`config.mk`:
```
export PLATFORM = sky130hd
export DESIGN_NAME = bus_scheduler
export DESIGN_NICKNAME = d
export VERILOG_FILES = /design/src/rtl/bus_scheduler.sv
export SDC_FILE = /design/constraint.sdc
export NUM_CORES = 1
export LEC_CHECK = 0
export ABC_AREA = 1
export CORE_AREA = 2 2 41 43
export CTS_CLUSTER_SIZE = 20
export DETAILED_ROUTE_END_ITERATION = 7
export DIE_AREA = 0 0 43 45
export HOLD_SLACK_MARGIN = 0.02
export PLACE_DENSITY = 0.67
export SETUP_SLACK_MARGIN = 0.3
export SLEW_MARGIN = 20
export SYNTH_ARGS = -nofsm -noshare
export SYNTH_HDL_FRONTEND = slang
export SYNTH_SLANG_ARGS = --single-unit
```
`constraint.sdc`:
```
create_clock -name clk16_i -period 1.4 [get_ports clk16_i]
set_input_delay 0.28 -clock clk16_i [delete_from_list [all_inputs] [get_ports clk16_i]]
set_output_delay 0.28 -clock clk16_i [all_outputs]
set_load 0.02 [all_outputs]
```
`src/rtl/bus_scheduler.sv`:
```
// Frame scheduler sharing one bus between an SPI bridge and a 6502-style CPU.
// Each frame has two halves: half A belongs to SPI, half B to the CPU unless stopped.
module bus_scheduler #(
  parameter int HALF_CYCLES = 8
) (
  input  logic clk16_i,
  input  logic rst_ni,
  input  logic spi_valid_i,
  input  logic cpu_stop_i,
  output logic spi_ready_o,
  output logic spi_en_o,
  output logic cpu_en_o,
  output logic cpu_clk_o,
  output logic cpu_be_o,
  output logic setup_clk_o,
  output logic strobe_clk_o,
  output logic stopped_o
);

  // state   | meaning
  // RUN     | half A is an SPI slot, half B is a CPU slot
  // STOPPED | CPU frozen with PHI2 low, both halves are SPI slots

  localparam int FRAME = 2 * HALF_CYCLES;
  localparam int PW    = $clog2(FRAME);
  localparam int SW    = PW - 1;

  typedef enum logic {
    RUN     = 1'b0,
    STOPPED = 1'b1
  } state_t;

  state_t          state_q, state_d;
  logic [PW-1:0]   p_q, p_d;
  logic            started_q;
  logic            armed_q, armed_d;
  logic            gnt_q, gnt_d;

  logic [SW-1:0]   s_d;
  logic            half_b_d;
  logic            frame_end;
  logic            slot_start;
  logic            spi_slot;
  logic            grant;

  logic spi_ready_d, spi_en_d, cpu_en_d, cpu_clk_d, cpu_be_d, setup_clk_d, strobe_clk_d;
  logic spi_ready_q, spi_en_q, cpu_en_q, cpu_clk_q, cpu_be_q, setup_clk_q, strobe_clk_q;

  // Outputs are registered from the phase being entered, so p_d drives all decode.
  // The first edge after reset release lands on p = 0 rather than advancing past it.
  always_comb begin
    p_d        = started_q ? p_q + PW'(1) : '0;
    s_d        = p_d[SW-1:0];
    half_b_d   = p_d[PW-1];
    frame_end  = started_q && (p_q == PW'(FRAME - 1));
    slot_start = (s_d == '0);
  end

  always_ff @(posedge clk16_i or negedge rst_ni) begin
    if (!rst_ni) begin
      state_q   <= RUN;
      p_q       <= '0;
      started_q <= 1'b0;
      armed_q   <= 1'b1;
      gnt_q     <= 1'b0;
    end else begin
      state_q   <= state_d;
      p_q       <= p_d;
      started_q <= 1'b1;
      armed_q   <= armed_d;
      gnt_q     <= gnt_d;
    end
  end

  always_comb begin
    state_d = state_q;
    if (frame_end) begin
      state_d = cpu_stop_i ? STOPPED : RUN;
    end
  end

  // A grant is only decided at slot start and then held for the whole half.
  always_comb begin
    spi_slot = (state_d == STOPPED) || !half_b_d;
    grant    = slot_start && spi_slot && spi_valid_i && armed_q;
    gnt_d    = slot_start ? grant : gnt_q;
    if (!spi_valid_i) begin
      armed_d = 1'b1;
    end else if (grant) begin
      armed_d = 1'b0;
    end else begin
      armed_d = armed_q;
    end
  end

  always_comb begin
    cpu_clk_d    = (state_d == RUN) && half_b_d;
    cpu_en_d     = cpu_clk_d && !slot_start;
    spi_en_d     = gnt_d && !slot_start;
    spi_ready_d  = !spi_en_d;
    cpu_be_d     = !((state_d == STOPPED) || gnt_d);
    setup_clk_d  = (s_d >= SW'(1)) && (s_d <= SW'(3));
    strobe_clk_d = (s_d >= SW'(4)) && (s_d <= SW'(HALF_CYCLES - 2));
  end

  always_ff @(posedge clk16_i or negedge rst_ni) begin
    if (!rst_ni) begin
      spi_ready_q  <= 1'b1;
      spi_en_q     <= 1'b0;
      cpu_en_q     <= 1'b0;
      cpu_clk_q    <= 1'b0;
      cpu_be_q     <= 1'b1;
      setup_clk_q  <= 1'b0;
      strobe_clk_q <= 1'b0;
    end else begin
      spi_ready_q  <= spi_ready_d;
      spi_en_q     <= spi_en_d;
      cpu_en_q     <= cpu_en_d;
      cpu_clk_q    <= cpu_clk_d;
      cpu_be_q     <= cpu_be_d;
      setup_clk_q  <= setup_clk_d;
      strobe_clk_q <= strobe_clk_d;
    end
  end

  assign spi_ready_o  = spi_ready_q;
  assign spi_en_o     = spi_en_q;
  assign cpu_en_o     = cpu_en_q;
  assign cpu_clk_o    = cpu_clk_q;
  assign cpu_be_o     = cpu_be_q;
  assign setup_clk_o  = setup_clk_q;
  assign strobe_clk_o = strobe_clk_q;
  assign stopped_o    = (state_q == STOPPED);

endmodule

```
==> flow_summary.toml <==
[outcome]
status = "finished clean"

[critical_path]
startpoint_type = "register"
crit_slowest_cell = "dfrtp_1"
cpPeakStageDelay_ns = 0.42
crit_top_cell = "nand2_2"
cp_num_buf_inv = 0
path_class = "register to register"
crit_chain = "ha_4, nand2_2, nor2_4, o21ai_2, nand2_4, nand3_2, nand2_2, nor2_2"
path_max_fanout = 4
crit_required_ns = 1.62
path_delay_family = "simple AND/OR/NAND/NOR gates"
worstPathArrival_ns = 1.49
worst_setup_path_end_kind = "register"

[yosys]
ys_types = 18
yosys.area.top_type = "dfrtp_1"
ys_seq_elements = 15
syn_nets = 58
yosysTopAreaCellShare = 0.5117
synth.cell_area_um2 = 586.8
synth.avg_cell_area_um2 = 11.07
ys_warn_count = 0
ys_seq_area_frac = 0.6461
synth_area_leaders = "dfrtp_1, dfstp_2, nand2_1"
syn_inst = 53

[routing]
vias_per_cell = 4.432
totalWireLength_um = 915
drc = 0
first_pass_iters = 4
drt-initial-drc-count = 9
ant_nets = 0
post_drt_wl_per_cell_um = 10.40
vias = 390

[global_route]
overflow = 0
grt_first_pass_wirelength_um = 1504
grt_usage = 0.1101
antenna_found_initial = 0
grt_max_degree = 16
grt_pass1_vias = 363

[layout]
num-nets-final = 78
antenna_cells = 0
fin_area_um2 = 803.3
area_delta_synth_final_pct = 36.89
finalNonFillerCells = 88
drive_gt1_frac = 0.4861

[die]
start_util = 0.3988
core_um2 = 1471
fp-row-count = 14
io_pins = 12
fp.dieW_um = 43
dieHeight_um = 45
die_area_um2 = 1935

[sta]
period_share = 0.9060
fin_ws_ns = 0.1316
setup_violations = 0
hold_viol = 0
hold_ws_ns = 0.3064
skew_ns = 0.002836
rsz0062_at_grt = "true"
maxSlewViolCount = 0
max_freq_mhz = 788.4
final.setup.tns_ns = 0
period_needed_ns = 1.268

[clock_network]
clock-sinks = 15
clk_pin_slew_worst_paths_ns = 0.08
clock_tree.root_cell = "clkbuf_4"
clk_latency_ns = 0.27
cts_htree_levels = 1
cts_buffers = 3
cts_tree = "built"
clk_path_buf_depth = 2

[place]
gp_congestion = 0.7676
preCtsSetupSlack_ns = 0.03650
dp_hpwl_um = 654.3
post_dp_cell_area_um2 = 755.7
port_buffers = 11
dp.cells = 82

[pwr]
irDropWorstVdd_uv = 647.7
p_per_area_nw_per_um2 = 1129
leakage_uw = 0.0004136

[worst_hold_path]
holdCritPathClass = "input pin to asynchronous set/reset pin"

[job]
drv_cap = 0
sequential cells by signal (all words and copies together), names as in the netlist:
register and cells:
cpu_clk_o 1, spi_ready_o 1, spi_en_o 1, p_q 4
cpu_en_o 1, started_q 1, armed_q 1, strobe_clk_o 1
cpu_be_o 1, gnt_q 1, setup_clk_o 1, stopped_o 1
metal layers:
metal	routed length, um	GRT usage	up-vias	share of wire
li1	-	-	203	-
met1	433	0.1462	179	0.47
met2	443	0.1606	8	0.48
met3	38	0.04000	0	0.042
met4	0	0.05455	0	0
met5	0	0	-	0
cell usage after synthesis, drive strengths merged:
cell type and instances:
dfrtp 12, a21oi 1, o21a 1, nand4 1
nand3 2, nand2 12, nor2 7, o21ai 4
ha 1, inv 8, dfstp 3, conb 1
final cells by class:
| class | count | area (um^2) |
|---|---|---|
| well taps | 16 | 20.02 |
| fillers | 150 | 668.1 |
| inverters | 8 | 30.03 |
| clock buffers | 4 | 26.28 |
| multi-input cells | 30 | 227.7 |
| repair buffers | 15 | 118.9 |
| flip-flops and latches | 15 | 380.4 |
timing repair:
item | 4_1_cts | 5_1_grt
setup buffers | 2 | 0
resized for setup | 41 | 3
setup endpoints to repair | 18 | 13
gates cloned | 0 | 0
hold buffers | 0 | 0
pin swaps | 7 | 3
per-stage QoR:
step	total power, uW	util
after detailed placement	667.7	0.5136
final	906.7	0.5459
after global placement	665.9	0.5136
after global routing	952.1	0.5459
after CTS	912.5	0.5400
after floorplan	595.6	-
worst paths after layout:
path,start,end,slack (ns),depth (start not counted)
max,p_q[1],cpu_be_o,0.13,8
min,rst_ni,p_q[3],0.31,2
max reg2reg,p_q[1],cpu_be_o,0.13,8
min reg2reg,gnt_q,spi_ready_o,0.44,1
max in group asynchronous,rst_ni,armed_q,0.86,2
min in group clk16_i,gnt_q,spi_ready_o,0.44,1
logic make-up after synthesis:
group                    synth area share
AO/OA/AOI/OAI                     0.07464
adder cells (fa/ha/maj)           0.02132
buffers and inverters             0.05117
flip-flops                         0.6461
other                            0.006390
AND/OR/NAND/NOR                    0.2004
power breakdown:
group / internal [uW] / leakage [uW] / total, uW / switching [uW]
sequential: 480 / 0.000189 / 501 / 21.6
clock: 110 / 0.0000150 / 235 / 125
combinational: 76.3 / 0.000210 / 170 / 93.8
total: 666 / 0.000414 / 907 / 241
placed cells by master (no fill, tap or decap), drive strengths merged:
master         instances
dfrtp                 12
nand2                 12
buf                   12
inv                    8
nor2                   7
o21ai                  4
clkbuf                 4
dfstp                  3
clkdlybuf4s50          3
nand3                  2
nand4                  1
a21oi                  1
o21a                   1
ha                     1
conb                   1
No activity file was read; power rests on OpenSTA's default activity.
